### src/rtl/lsl_iterative_if.sv
// lsl_iterative_if: operand/result valid-ready bundle for the iterative
// logical shift-left unit. The master drives operands and result-ready;
// the slave (the shifter) drives operand-ready and the result.
interface lsl_iterative_if #(
    parameter int WIDTH = 64
);
    localparam int SHW = $clog2(WIDTH);

    logic             in_valid;
    logic             in_ready;
    logic [WIDTH-1:0] in_data;
    logic [SHW-1:0]   in_shamt;
    logic             out_valid;
    logic             out_ready;
    logic [WIDTH-1:0] out_data;

    modport master (
        output in_valid, in_data, in_shamt, out_ready,
        input  in_ready, out_valid, out_data
    );

    modport slave (
        input  in_valid, in_data, in_shamt, out_ready,
        output in_ready, out_valid, out_data
    );
endinterface

### src/rtl/lsl_iterative.sv
// lsl_iterative: multi-cycle logical shift-left. One power-of-two stage is
// applied per clock (stage i shifts by 2**i when shamt[i] is set), so a
// result appears SHW edges after the operand is accepted.
// Optional build macro LSL_EARLY_EXIT_EN: leave SHIFT as soon as no higher
// shift-amount bits remain set; results are unchanged, latency shrinks.
module lsl_iterative #(
    parameter int WIDTH = 64
) (
    input  logic              clk,
    input  logic              rst_n,
    lsl_iterative_if.slave    bus,
    output logic              busy
);
    localparam int SHW = $clog2(WIDTH);

    localparam logic [1:0] IDLE  = 2'd0;
    localparam logic [1:0] SHIFT = 2'd1;
    localparam logic [1:0] DONE  = 2'd2;

    logic [1:0]       state_q, state_d;
    logic [SHW-1:0]   cnt_q, cnt_d;
    logic [SHW-1:0]   shamt_q, shamt_d;
    logic [WIDTH-1:0] data_q, data_d;
    logic [SHW:0]     stage_amt;
    logic             last_stage;

`ifdef LSL_EARLY_EXIT_EN
    logic [SHW-1:0]   upper_bits;

    // Final stage: counter at the top bit, or no shift bits left above cnt
    always_comb begin
        upper_bits = (shamt_q >> cnt_q) >> 1;
        last_stage = (cnt_q == SHW'(SHW - 1)) || (upper_bits == '0);
    end
`else
    // Final stage: counter has reached the most significant shift bit
    always_comb begin
        last_stage = (cnt_q == SHW'(SHW - 1));
    end
`endif

    // Next-state, stage counter and data-path update
    always_comb begin
        state_d   = state_q;
        cnt_d     = cnt_q;
        shamt_d   = shamt_q;
        data_d    = data_q;
        stage_amt = (SHW + 1)'(1) << cnt_q;
        case (state_q)
            IDLE: begin
                if (bus.in_valid) begin
                    data_d  = bus.in_data;
                    shamt_d = bus.in_shamt;
                    cnt_d   = '0;
                    state_d = SHIFT;
                end
            end
            SHIFT: begin
                if (shamt_q[cnt_q]) begin
                    data_d = data_q << stage_amt;
                end
                cnt_d = cnt_q + 1'b1;
                if (last_stage) begin
                    state_d = DONE;
                end
            end
            DONE: begin
                if (bus.out_ready) begin
                    state_d = IDLE;
                end
            end
            default: begin
                state_d = IDLE;
                cnt_d   = '0;
            end
        endcase
    end

    // State and data registers; reset discards any operation in flight
    always_ff @(posedge clk or negedge rst_n) begin
        if (!rst_n) begin
            state_q <= IDLE;
            cnt_q   <= '0;
            shamt_q <= '0;
            data_q  <= '0;
        end else begin
            state_q <= state_d;
            cnt_q   <= cnt_d;
            shamt_q <= shamt_d;
            data_q  <= data_d;
        end
    end

    // Handshake and status outputs decoded from state
    always_comb begin
        bus.in_ready  = (state_q == IDLE);
        bus.out_valid = (state_q == DONE);
        bus.out_data  = data_q;
        busy          = (state_q == SHIFT) || (state_q == DONE);
    end

    // Result held steady while the consumer stalls
    a_hold_result: assert property (@(posedge clk) disable iff (!rst_n)
        (bus.out_valid && !bus.out_ready) |=> (bus.out_valid && $stable(data_q)));

    // Operand ready is exactly the idle state
    a_ready_idle: assert property (@(posedge clk) disable iff (!rst_n)
        bus.in_ready == (state_q == IDLE));

    // Unused encoding returns to idle on the next edge
    a_recover: assert property (@(posedge clk) disable iff (!rst_n)
        (state_q == 2'd3) |=> (state_q == IDLE));

endmodule

### src/flat_wrapper.sv
// flat-port wrapper written by rule: the top's interface ports become plain ports
module lsl_iterative_flat 
#(
    parameter int WIDTH = 64
)
  (clk, rst_n, busy, bus_in_valid, bus_in_data, bus_in_shamt, bus_out_ready, bus_in_ready, bus_out_valid, bus_out_data);
  lsl_iterative_if #(.WIDTH(WIDTH)) bus_i ();
  input  logic clk;
  input  logic rst_n;
  output logic busy;
  input wire logic [$bits(bus_i.in_valid)-1:0] bus_in_valid;
  input wire logic [$bits(bus_i.in_data)-1:0] bus_in_data;
  input wire logic [$bits(bus_i.in_shamt)-1:0] bus_in_shamt;
  input wire logic [$bits(bus_i.out_ready)-1:0] bus_out_ready;
  output wire logic [$bits(bus_i.in_ready)-1:0] bus_in_ready;
  output wire logic [$bits(bus_i.out_valid)-1:0] bus_out_valid;
  output wire logic [$bits(bus_i.out_data)-1:0] bus_out_data;
  assign bus_i.in_valid = bus_in_valid;
  assign bus_i.in_data = bus_in_data;
  assign bus_i.in_shamt = bus_in_shamt;
  assign bus_i.out_ready = bus_out_ready;
  assign bus_in_ready = bus_i.in_ready;
  assign bus_out_valid = bus_i.out_valid;
  assign bus_out_data = bus_i.out_data;
  lsl_iterative #(.WIDTH(WIDTH)) u_core (.clk(clk), .rst_n(rst_n), .bus(bus_i), .busy(busy));
endmodule
### config.mk
export PLATFORM = sky130hd
export DESIGN_NAME = lsl_iterative_flat
export DESIGN_NICKNAME = d
export VERILOG_FILES = /design/src/rtl/lsl_iterative_if.sv /design/src/rtl/lsl_iterative.sv /design/src/flat_wrapper.sv
export SDC_FILE = /design/constraint.sdc
export NUM_CORES = 1
export LEC_CHECK = 0
export CAP_MARGIN = 20
export CORE_MARGIN = 1.5
export CORE_UTILIZATION = 30
export DETAILED_ROUTE_END_ITERATION = 7
export PLACE_DENSITY = 0.52
export SYNTH_ARGS = -nofsm -noshare
export SYNTH_HDL_FRONTEND = slang
export SYNTH_SLANG_ARGS = --single-unit
### constraint.sdc
create_clock -name clk -period 6.1 [get_ports clk]
set_input_delay 1.22 -clock clk [delete_from_list [all_inputs] [get_ports clk]]
set_output_delay 1.22 -clock clk [all_outputs]
set_load 0.05 [all_outputs]
==> out/results.tsv, run 1 <==
metric	value	unit
clk slew on worst S/H paths	0.07	ns
Fin. Hold Viols	0	
synth unique cells	69	
Crit Reg-Reg Endpoint	u_core.bus.out_data[54]	
number of CTS-inserted buffers	9	
Post-DRT Antenna Nets	0	
Die Wd	155	um
Initial DRT Pass Iterations	6	
# rows	55	
CP required	6.38	ns
Commonest cells post-synth	99 x nor2_1, 90 x nand2_1, 81 x o21ai_0	
Pins Over Slew Limit	0	
start of the worst register-to-register path	u_core.cnt_q[2]	
via count	7919	
GRT overflow	0	
most frequent cell after synthesis	nor2_1	
Post-Route Setup TNS	0	ns
total number of yosys warnings	0	
via density per instance	6.41	
Post-route DRC	0	
slew at the pin closest to its max-slew limit	1.17	ns
IO Count	141	
sequential share of the synthesized area	28.3	%
largest net degree at the start of global routing	62	
GPL Wtd Cong	0.960	
status	finished clean	
CTS tree	built	
hpwl dp	22400	um
main area contributors after synthesis	dfrtp_1 28%, mux4_2 7.8%, o21ai_0 5.9%	
first-pass GRT wire length	48900	um
Port Buffers	140	
reg-to-reg slack, setup	2.47	ns
worst rel slew slack	19.9	%
layout cells sized above 1	9.26	%
Post-CTS Setup Bufs	0	
Core ar.	22600	sq um
Die Ht	155	um
Tmin final	3.63	ns
Hold Path End	u_core.bus.out_data[63]	
Max Root-Sink Buffers	2	
Placement Cell Area	8400	sq um
number of enable flip-flop cells after synthesis	0	
hold_sp	u_core.bus.out_data[63]	
Clock Tree Root	clkbuf_16	
Num Clock Sinks	78	
fmax	0.276	GHz
Worst setup EP type	flip-flop	
initial antenna violation count	0	
Max Cap Viol	0	
register bit total from synthesis	78	
CTS resizes	0	
Initial Util	30.5	%
cell area after synthesis	6900	sq um
Async S/R FF share, synth	100	%
vias in the first global route	7485	
H-tree depth	3	
gr usage total	27.4	%
Post-Syn Area per Cell	8.05	sq um
ANT cells	0	
Setup-failing EPs final	0	
crit start category	flip-flop	
clk_lat worst skew	0.36	ns
fin nets	1024	
Fillers	2367	
hold path cells	1	
Routed Wire Length	32900	um
Iteration-0 DRC Markers	973	
full die area	23900	sq um
Hold Buf Count CTS	0	
R2R depth	7	
Synthesized Nets	936	
RSZ-0062 raised after global routing	false	
kind of critical path	reg2reg	
Area Overhead vs Synth	26.4	%
top cell type's share of synthesized area	28.3	%
Crit Path Max Fanout	50	
Mapped Cells	857	
critical path cell sequence	buf_4 -> or4_4 -> nor2_1 -> a211oi_1 -> o22ai_1 -> nand2_1 -> a31oi_1	
DR WL/cell	26.7	um
Worst path slowest cell	nor2_1	
CP max stage delay	1.00	ns
Fin Clk Skew	0.0114	ns
area leader, netlist	dfrtp_1	
Top FF cell, synth	dfrtp_1	
Tcrit/Tclk final	59.4	%
Hold/Removal Path Class	reg2reg	
final instance area	8710	sq um
Worst Path Arrival	3.90	ns
-- metrics by stage --
step	hold slack [ns]	instances	worst slack, ns	util [%]
CTS	0.509	1235	2.69	38.6
detailed placement	0.490	1219	2.36	37.2
global placement	0.483	1219	2.42	37.2
floorplan	0.474	857	3.50	-
finish	0.502	1235	2.47	38.6
global route	0.517	1235	2.47	38.6
-- cell type report --
class / instances / area (sq um) / share of cell area [%]
inverters: 11 / 41.3 / 0.474
clock inverters: 5 / 83.8 / 0.962
clock buffers: 11 / 233 / 2.67
flip-flops and latches: 78 / 1960 / 22.5
multi-input cells: 684 / 4490 / 51.5
repair buffers: 161 / 1560 / 17.9
well taps: 285 / 357 / 4.09
-- cell families (layout without fill, tap and decap cells) --
| kind of cell | Yosys count | count (layout) | share of synthesized area [%] |
|---|---|---|---|
| AOI/OAI and AO/OA | 323 | 323 | 30.2 |
| xor gates and xnor gates | 1 | 1 | 0.127 |
| adders and majority gates | 5 | 5 | 0.907 |
| buffers and inverters | 95 | 188 | 6.73 |
| DFF | 78 | 78 | 28.3 |
| muxes | 72 | 72 | 15.0 |
| and+or+nand+nor | 283 | 283 | 18.7 |
-- worst max path at each step --
| stage | start | endpoint | slack (ns) | depth (start not counted) |
|---|---|---|---|---|
| after global routing | u_core.cnt_q[2] | u_core.bus.out_data[48] | 2.47 | 7 |
| final | u_core.cnt_q[2] | u_core.bus.out_data[54] | 2.47 | 7 |
| after CTS | u_core.cnt_q[2] | u_core.bus.out_data[54] | 2.69 | 7 |
| after global placement | bus_in_valid | u_core.bus.out_data[50] | 2.42 | 7 |
| after floorplan | bus_in_valid | u_core.bus.out_data[62] | 3.50 | 6 |
| after detailed placement | bus_in_valid | u_core.bus.out_data[50] | 2.36 | 7 |
-- sequential cells by signal (all words and copies together) (netlist names) --
signal,flops
u_core.bus.out_data,64
u_core.cnt_q,6
u_core.shamt_q,6
u_core.state_q,2
-- critical path, delay by kind of cell, from the launching register on --
family	cells	cell delay, ns
flops	1	0.36
compound gates	3	0.84
simple gates	3	2.07
buf+inv	1	0.25
-- cells in the final DEF, fill, tap and decap left out, types with 10 or more instances in the layout --
cell,Yosys,layout
a211oi_1,12,12
a21oi_1,79,79
a221oi_1,22,22
a22oi_1,13,13
a31oi_1,14,14
and3_1,12,12
buf_4,6,22
clkdlybuf4s50_1,0,139
dfrtp_1,78,76
mux2_2,13,13
mux2i_1,35,35
mux4_2,24,24
nand2_1,90,90
nand3_1,20,20
nor2_1,99,98
nor3_1,25,25
o21ai_0,81,81
o221ai_1,10,10
o22ai_1,17,17
-- routing by layer --
| metal | wire length (um) | GRT usage, % |
|---|---|---|
| met1 | 14000 | 39.2 |
| met2 | 14000 | 39.5 |
| met3 | 3580 | 5.91 |
| met4 | 1350 | 12.0 |
| met5 | 0 | 0 |
Power of run 1 is left out: the tool's default activity adds up to more than one toggle a clock period on the data nets, which glitch-free logic cannot reach.
==> run 2: changes to the inputs <==
==> constraint.sdc (replaced) <==
create_clock -name clk -period 3.8 [get_ports clk]
set_input_delay 0.76 -clock clk [delete_from_list [all_inputs] [get_ports clk]]
set_output_delay 0.76 -clock clk [all_outputs]
set_load 0.05 [all_outputs]
==> run 2 against run 1 <==
  * Global-route usage up 1.2 points
  * Clock skew up 0.0022 ns
  * Sequential cell count unchanged
  * Worst setup slack worse by 1.8 ns
  * Critical path depth up 2
  * Critical endpoint is now u_core.bus.out_data[49]
  * Register-to-register slack worse by 1.8 ns
==> out/results.tsv, run 2 (synthesis gave the netlist of run 1 again) <==
metric	value	unit	change
fmax	0.320	GHz	+16%
Post-Route Setup TNS	0	ns	unchanged
Crit Path Max Fanout	29		-42%
status	finished clean		
Max Root-Sink Buffers	2		unchanged
largest net degree at the start of global routing	42		-32%
crit start category	flip-flop		
CTS resizes	0		unchanged
fin nets	1052		+2.7%
slew at the pin closest to its max-slew limit	0.915	ns	-0.256 ns
Fin. Hold Viols	0		unchanged
first-pass GRT wire length	50800	um	+4.0%
Worst Path Arrival	3.35	ns	-0.55 ns
most frequent cells in the layout	139 x clkdlybuf4s50_1, 98 x nor2_1, 90 x nand2_1, 81 x o21ai_0, 79 x a21oi_1		
vias in the first global route	7633		+2.0%
number of CTS-inserted buffers	9		unchanged
GPL Wtd Cong	1.03		+7.5%
CP required	4.02	ns	-2.36 ns
hpwl dp	24200	um	+8.1%
via density per instance	6.42		+0.12%
Post-CTS Setup Bufs	0		unchanged
Die Ht	155	um	unchanged
delay-heaviest family, CP	simple AND/OR/NAND/NOR gates		
CTS tree	built		
critical path cell sequence	or4_4 -> buf_4 -> or3_1 -> o21ai_0 -> a2111oi_0 -> dlymetal6s2s_1 -> buf_4 -> a221oi_1 -> a21oi_1		
Crit path top cell by count	buf_4		
Clock Tree Root	clkbuf_16		
clk_lat worst skew	0.36	ns	about the same
Port Buffers	140		unchanged
DR WL/cell	27.4	um	+2.7%
Post-DRT Antenna Nets	0		unchanged
Core ar.	22600	sq um	unchanged
ANT cells	0		unchanged
Setup-failing EPs final	0		unchanged
Initial Util	30.5	%	unchanged
multi-input logic area	4490	sq um	unchanged
Initial DRT Pass Iterations	5		-1
CP max stage delay	0.87	ns	-0.13 ns
Area Overhead vs Synth	29.8	%	
initial antenna violation count	0		unchanged
# rows	55		unchanged
gr usage total	28.6	%	+1.2 points
reg-to-reg slack, setup	0.67	ns	-1.80 ns
worst rel slew slack	38.6	%	+19 points
Levels on crit path	9		+2
GRT overflow	0		unchanged
Hold/Removal Path Class	in2async		
kind of critical path	reg2reg		
layout cells sized above 1	11.8	%	+2.5 points
Crit Reg-Reg Endpoint	u_core.bus.out_data[49]		
Fillers	2321		-1.9%
start of the worst register-to-register path	u_core.cnt_q[2]		
IO Count	141		unchanged
Tmin final	3.13	ns	-0.499 ns
Worst setup EP type	flip-flop		
Pins Over Slew Limit	0		unchanged
Tcrit/Tclk final	82.3	%	+23 points
Buf+Inv Stages, Crit Path	3		+2
Worst path slowest cell	or4_4		
Max Cap Viol	0		unchanged
Post-route DRC	0		unchanged
H-tree depth	3		unchanged
Num Clock Sinks	78		unchanged
Sequential Area	1960	sq um	unchanged
Iteration-0 DRC Markers	1053		+8.2%
RSZ-0062 raised after global routing	false		
Largest register FFs	64		unchanged
Die Wd	155	um	unchanged
R2R depth	9		+2
Hold Buf Count CTS	0		unchanged
most common cell after layout, fill and taps aside	clkdlybuf4s50_1		
via count	8102		+2.3%
full die area	23900	sq um	unchanged
clk slew on worst S/H paths	0.07	ns	about the same
Routed Wire Length	34600	um	+5.0%
Fin Clk Skew	0.0136	ns	+0.00220 ns
## run 2: worst max path at each step
stage | slack (ns) | startpoint | endpoint
floorplan | 1.48 | u_core.state_q[0] | u_core.bus.out_data[62]
global placement | 0.52 | u_core.cnt_q[2] | u_core.bus.out_data[17]
detailed placement | 0.53 | u_core.cnt_q[2] | u_core.bus.out_data[17]
CTS | 0.47 | u_core.cnt_q[2] | u_core.bus.out_data[17]
global route | 0.61 | u_core.cnt_q[2] | u_core.bus.out_data[49]
finish | 0.67 | u_core.cnt_q[2] | u_core.bus.out_data[49]
## run 2: worst register-to-register path, stage by stage (launching register included)
cell and delay, ns:
dfrtp_1 0.64, or4_4 0.87, buf_4 0.29, or3_1 0.30
o21ai_0 0.08, a2111oi_0 0.14, dlymetal6s2s_1 0.21, buf_4 0.15
a221oi_1 0.22, a21oi_1 0.10
## run 2: through the flow
| step | setup WS (ns) | instance area [sq um] | hold WS (ns) | cells | util (%) |
|---|---|---|---|---|---|
| 2_1_floorplan | 1.48 | 6900 | 0.464 | 857 | - |
| 3_3_place_gp | 0.518 | 8630 | 0.483 | 1246 | 38.2 |
| 3_5_place_dp | 0.531 | 8630 | 0.490 | 1246 | 38.2 |
| 4_1_cts | 0.467 | 8940 | 0.416 | 1261 | 39.6 |
| 5_1_grt | 0.607 | 8950 | 0.437 | 1262 | 39.7 |
| 6_report | 0.674 | 8950 | 0.389 | 1262 | 39.7 |
## run 2: layer usage
layer	global-route usage (%)	part of all wire (%)	vias up
met5	0	0	-
met4	13.7	4.7	0
met3	7.28	11	118
met2	41.5	42	573
met1	39.5	42	3930
li1	-	-	3481
## run 2: layout make-up
cell class,count,area share (%)
inverter,11,0.461
clock buffer,11,2.71
multi-input combinational,684,50.1
tap,285,3.98
sequential,78,21.9
clock inverter,4,0.811
timing repair buffer,189,20.1
Power of run 2 is left out for the same reason.
==> run 3: changes to the inputs <==
--- a/config.mk
+++ b/config.mk
@@ -9,7 +9,7 @@
 export CORE_MARGIN = 1.5
 export CORE_UTILIZATION = 30
 export DETAILED_ROUTE_END_ITERATION = 7
-export PLACE_DENSITY = 0.52
+export PLACE_DENSITY = 0.54
 export SYNTH_ARGS = -nofsm -noshare
 export SYNTH_HDL_FRONTEND = slang
 export SYNTH_SLANG_ARGS = --single-unit
==> constraint.sdc (replaced) <==
create_clock -name clk -period 2.77 [get_ports clk]
set_input_delay 0.554 -clock clk [delete_from_list [all_inputs] [get_ports clk]]
set_output_delay 0.554 -clock clk [all_outputs]
set_load 0.05 [all_outputs]
==> run 3 against run 2 <==
  * Final cell count grew 3.9%
  * Clock-buffer cell count decreased by 1
  * Maximum frequency is 17% higher
  * Sequential cell count is the same
  * Die area did not move
  * First-iteration DRC count grew 12%
  * Utilization up 1.8 points
  * Routed wire length rose by 1.8%
  * Worst hold slack lost 0.21 ns
  * Sequential share of layout area decreased by 0.97 points
  * Critical path depth shrank 1
  * Highest routed layer unchanged
==> out/results.tsv, run 3 (synthesis gave the netlist of run 1 again) <==
metric	value	unit	change
via density per instance	6.32		-1.6%
Sw Ratio	55.7	%	
DR WL/cell	26.8	um	-2.0%
Worst setup EP type	flip-flop		
fin nets	1100		+4.6%
CTS tree	built		
most frequent cells in the layout	139 x clkdlybuf4s50_1, 98 x nor2_1, 93 x buf_4, 90 x nand2_1, 81 x o21ai_0		
Fin. Hold Viols	0		unchanged
full die area	23900	sq um	unchanged
multi-input logic area	4490	sq um	unchanged
Initial Util	30.5	%	unchanged
Worst Path Arrival	2.91	ns	-0.44 ns
clk slew on worst S/H paths	0.07	ns	about the same
Setup-failing EPs final	0		unchanged
gr usage total	29.5	%	+0.85 points
Post-route DRC	0		unchanged
IO Count	141		unchanged
critical path endpoint	u_core.bus.out_data[17]		
RSZ-0062 raised after global routing	false		
# rows	55		unchanged
kind of critical path	reg2reg		
clock group share of total power	9.0	%	
via count	8285		+2.3%
Max Cap Viol	0		unchanged
status	finished clean		
Core ar.	22600	sq um	unchanged
Psw	8.74	mW	
GRT overflow	0		unchanged
Crit Path Max Fanout	11		-62%
CP max stage delay	0.70	ns	-0.17 ns
Routed Wire Length	35200	um	+1.8%
worst rel slew slack	39.3	%	+0.69 points
Fin Clk Skew	0.0116	ns	-0.00199 ns
Gate power share	71.7	%	
reg-to-reg slack, setup	0.11	ns	-0.57 ns
crit start category	flip-flop		
R2R depth	8		-1
Iteration-0 DRC Markers	1182		+12%
Placement Cell Area	9030	sq um	+4.7%
Pins Over Slew Limit	0		unchanged
first-pass GRT wire length	52400	um	+3.0%
slew at the pin closest to its max-slew limit	0.911	ns	-0.00419 ns
Post-DRT Antenna Nets	0		unchanged
largest net degree at the start of global routing	53		+26%
Die Wd	155	um	unchanged
Hold Buf Count CTS	0		unchanged
GPL Wtd Cong	0.997		-3.4%
Crit Reg-Reg Endpoint	u_core.bus.out_data[17]		
H-tree depth	3		unchanged
Initial DRT Pass Iterations	8		+3
Num Clock Sinks	78		unchanged
ANT cells	0		unchanged
hpwl dp	25400	um	+4.9%
Fillers	2325		+0.17%
Area Overhead vs Synth	35.9	%	
total chip power	15.7	mW	
Pwr Density	1670	nW/um^2	
post-placement setup slack	0.175	ns	-0.356 ns
most common cell after layout, fill and taps aside	clkdlybuf4s50_1		
Clock Tree Root	clkbuf_16		
Tcrit/Tclk final	96.2	%	+14 points
CP Launch Point	u_core.cnt_q[3]		
Die Ht	155	um	unchanged
sequential power share	19.3	%	
Post-CTS Setup Bufs	0		unchanged
Port Buffers	140		unchanged
post-route worst setup slack	0.106	ns	-0.568 ns
P_int	6.95	mW	
number of CTS-inserted buffers	9		unchanged
CP required	3.01	ns	-1.01 ns
Hold Slack	0.182	ns	-0.207 ns
Worst path slowest cell	or4_4		
start of the worst register-to-register path	u_core.cnt_q[3]		
vias in the first global route	7752		+1.6%
layout cells sized above 1	16.1	%	+4.3 points
worst vdd ir	734	uV	
Largest register FFs	64		unchanged
initial antenna violation count	0		unchanged
critical path cell sequence	or4_4 -> or3_1 -> o21ai_0 -> a2111oi_0 -> buf_4 -> o21ai_0 -> buf_4 -> a21oi_1		
Hold/Removal Path Class	in2async		
Max Root-Sink Buffers	2		unchanged
Sequential Area	1960	sq um	unchanged
P_leak	3.64	nW	
Post-Route Setup TNS	0	ns	unchanged
CTS resizes	0		unchanged
Tmin final	2.66	ns	-0.462 ns
fmax	0.375	GHz	+17%
final instance area	9370	sq um	+4.7%
clk_lat worst skew	0.36	ns	about the same
[run 3: cell count changes in the layout (fill, tap and decap cells not counted), sizes merged]
cell          delta
clkinvlp         +1
buf             +49
bufinv           +1
dlymetal6s2s     -1
clkbuf           -1
[run 3: worst min path at each step]
stage               depth (start not counted)                       to                     from  slack (ns)
floorplan                                   0   u_core.bus.out_data[0]                    rst_n        0.26
global placement                            1        u_core.shamt_q[5]        u_core.shamt_q[5]        0.48
detailed placement                          1  u_core.bus.out_data[63]  u_core.bus.out_data[63]        0.49
CTS                                         1  u_core.bus.out_data[63]                    rst_n        0.21
finish                                      1  u_core.bus.out_data[63]                    rst_n        0.18
global route                                1  u_core.bus.out_data[55]                    rst_n        0.23
[run 3: metrics by stage]
stage          std cells  utilization, %
2_1_floorplan        857               -
3_3_place_gp        1295            40.0
3_5_place_dp        1295            40.0
4_1_cts             1311            41.5
5_1_grt             1311            41.5
6_report            1311            41.5
[run 3: area by class of cell]
class / instances / area share [%]
clock buffers: 10 / 2.44
flip-flops and latches: 78 / 20.9
well taps: 285 / 3.81
repair buffers: 237 / 23.4
multi-input cells: 684 / 47.9
inverters: 11 / 0.441
clock inverters: 6 / 1.18
[run 3: power groups by stage]
stage / Sequential (mW) / Clock, mW / Combinational, mW
floorplan: 4.00 / 0 / 5.49
global placement: 2.98 / 0 / 11.0
detailed placement: 2.97 / 0 / 11.0
CTS: 2.96 / 1.42 / 11.0
global route: 3.07 / 1.49 / 11.9
finish: 3.03 / 1.41 / 11.2
[run 3: worst max-delay path: cells and delay by family, from the launching register on]
family,cells,cell delay (ns)
AND/OR/NAND/NOR,2,1.03
AO/OA/AOI/OAI,4,0.60
flip-flops,1,0.54
buffers and inverters,2,0.36
[run 3: metal layers]
layer	up-vias	routed length [um]	global-route usage, %
li1	3576	-	-
met2	571	15100	43.1
met4	0	1350	10.9
met5	-	0	0
met1	4036	15200	42.5
met3	102	3570	6.05
(Power assumes the default switching activity.)
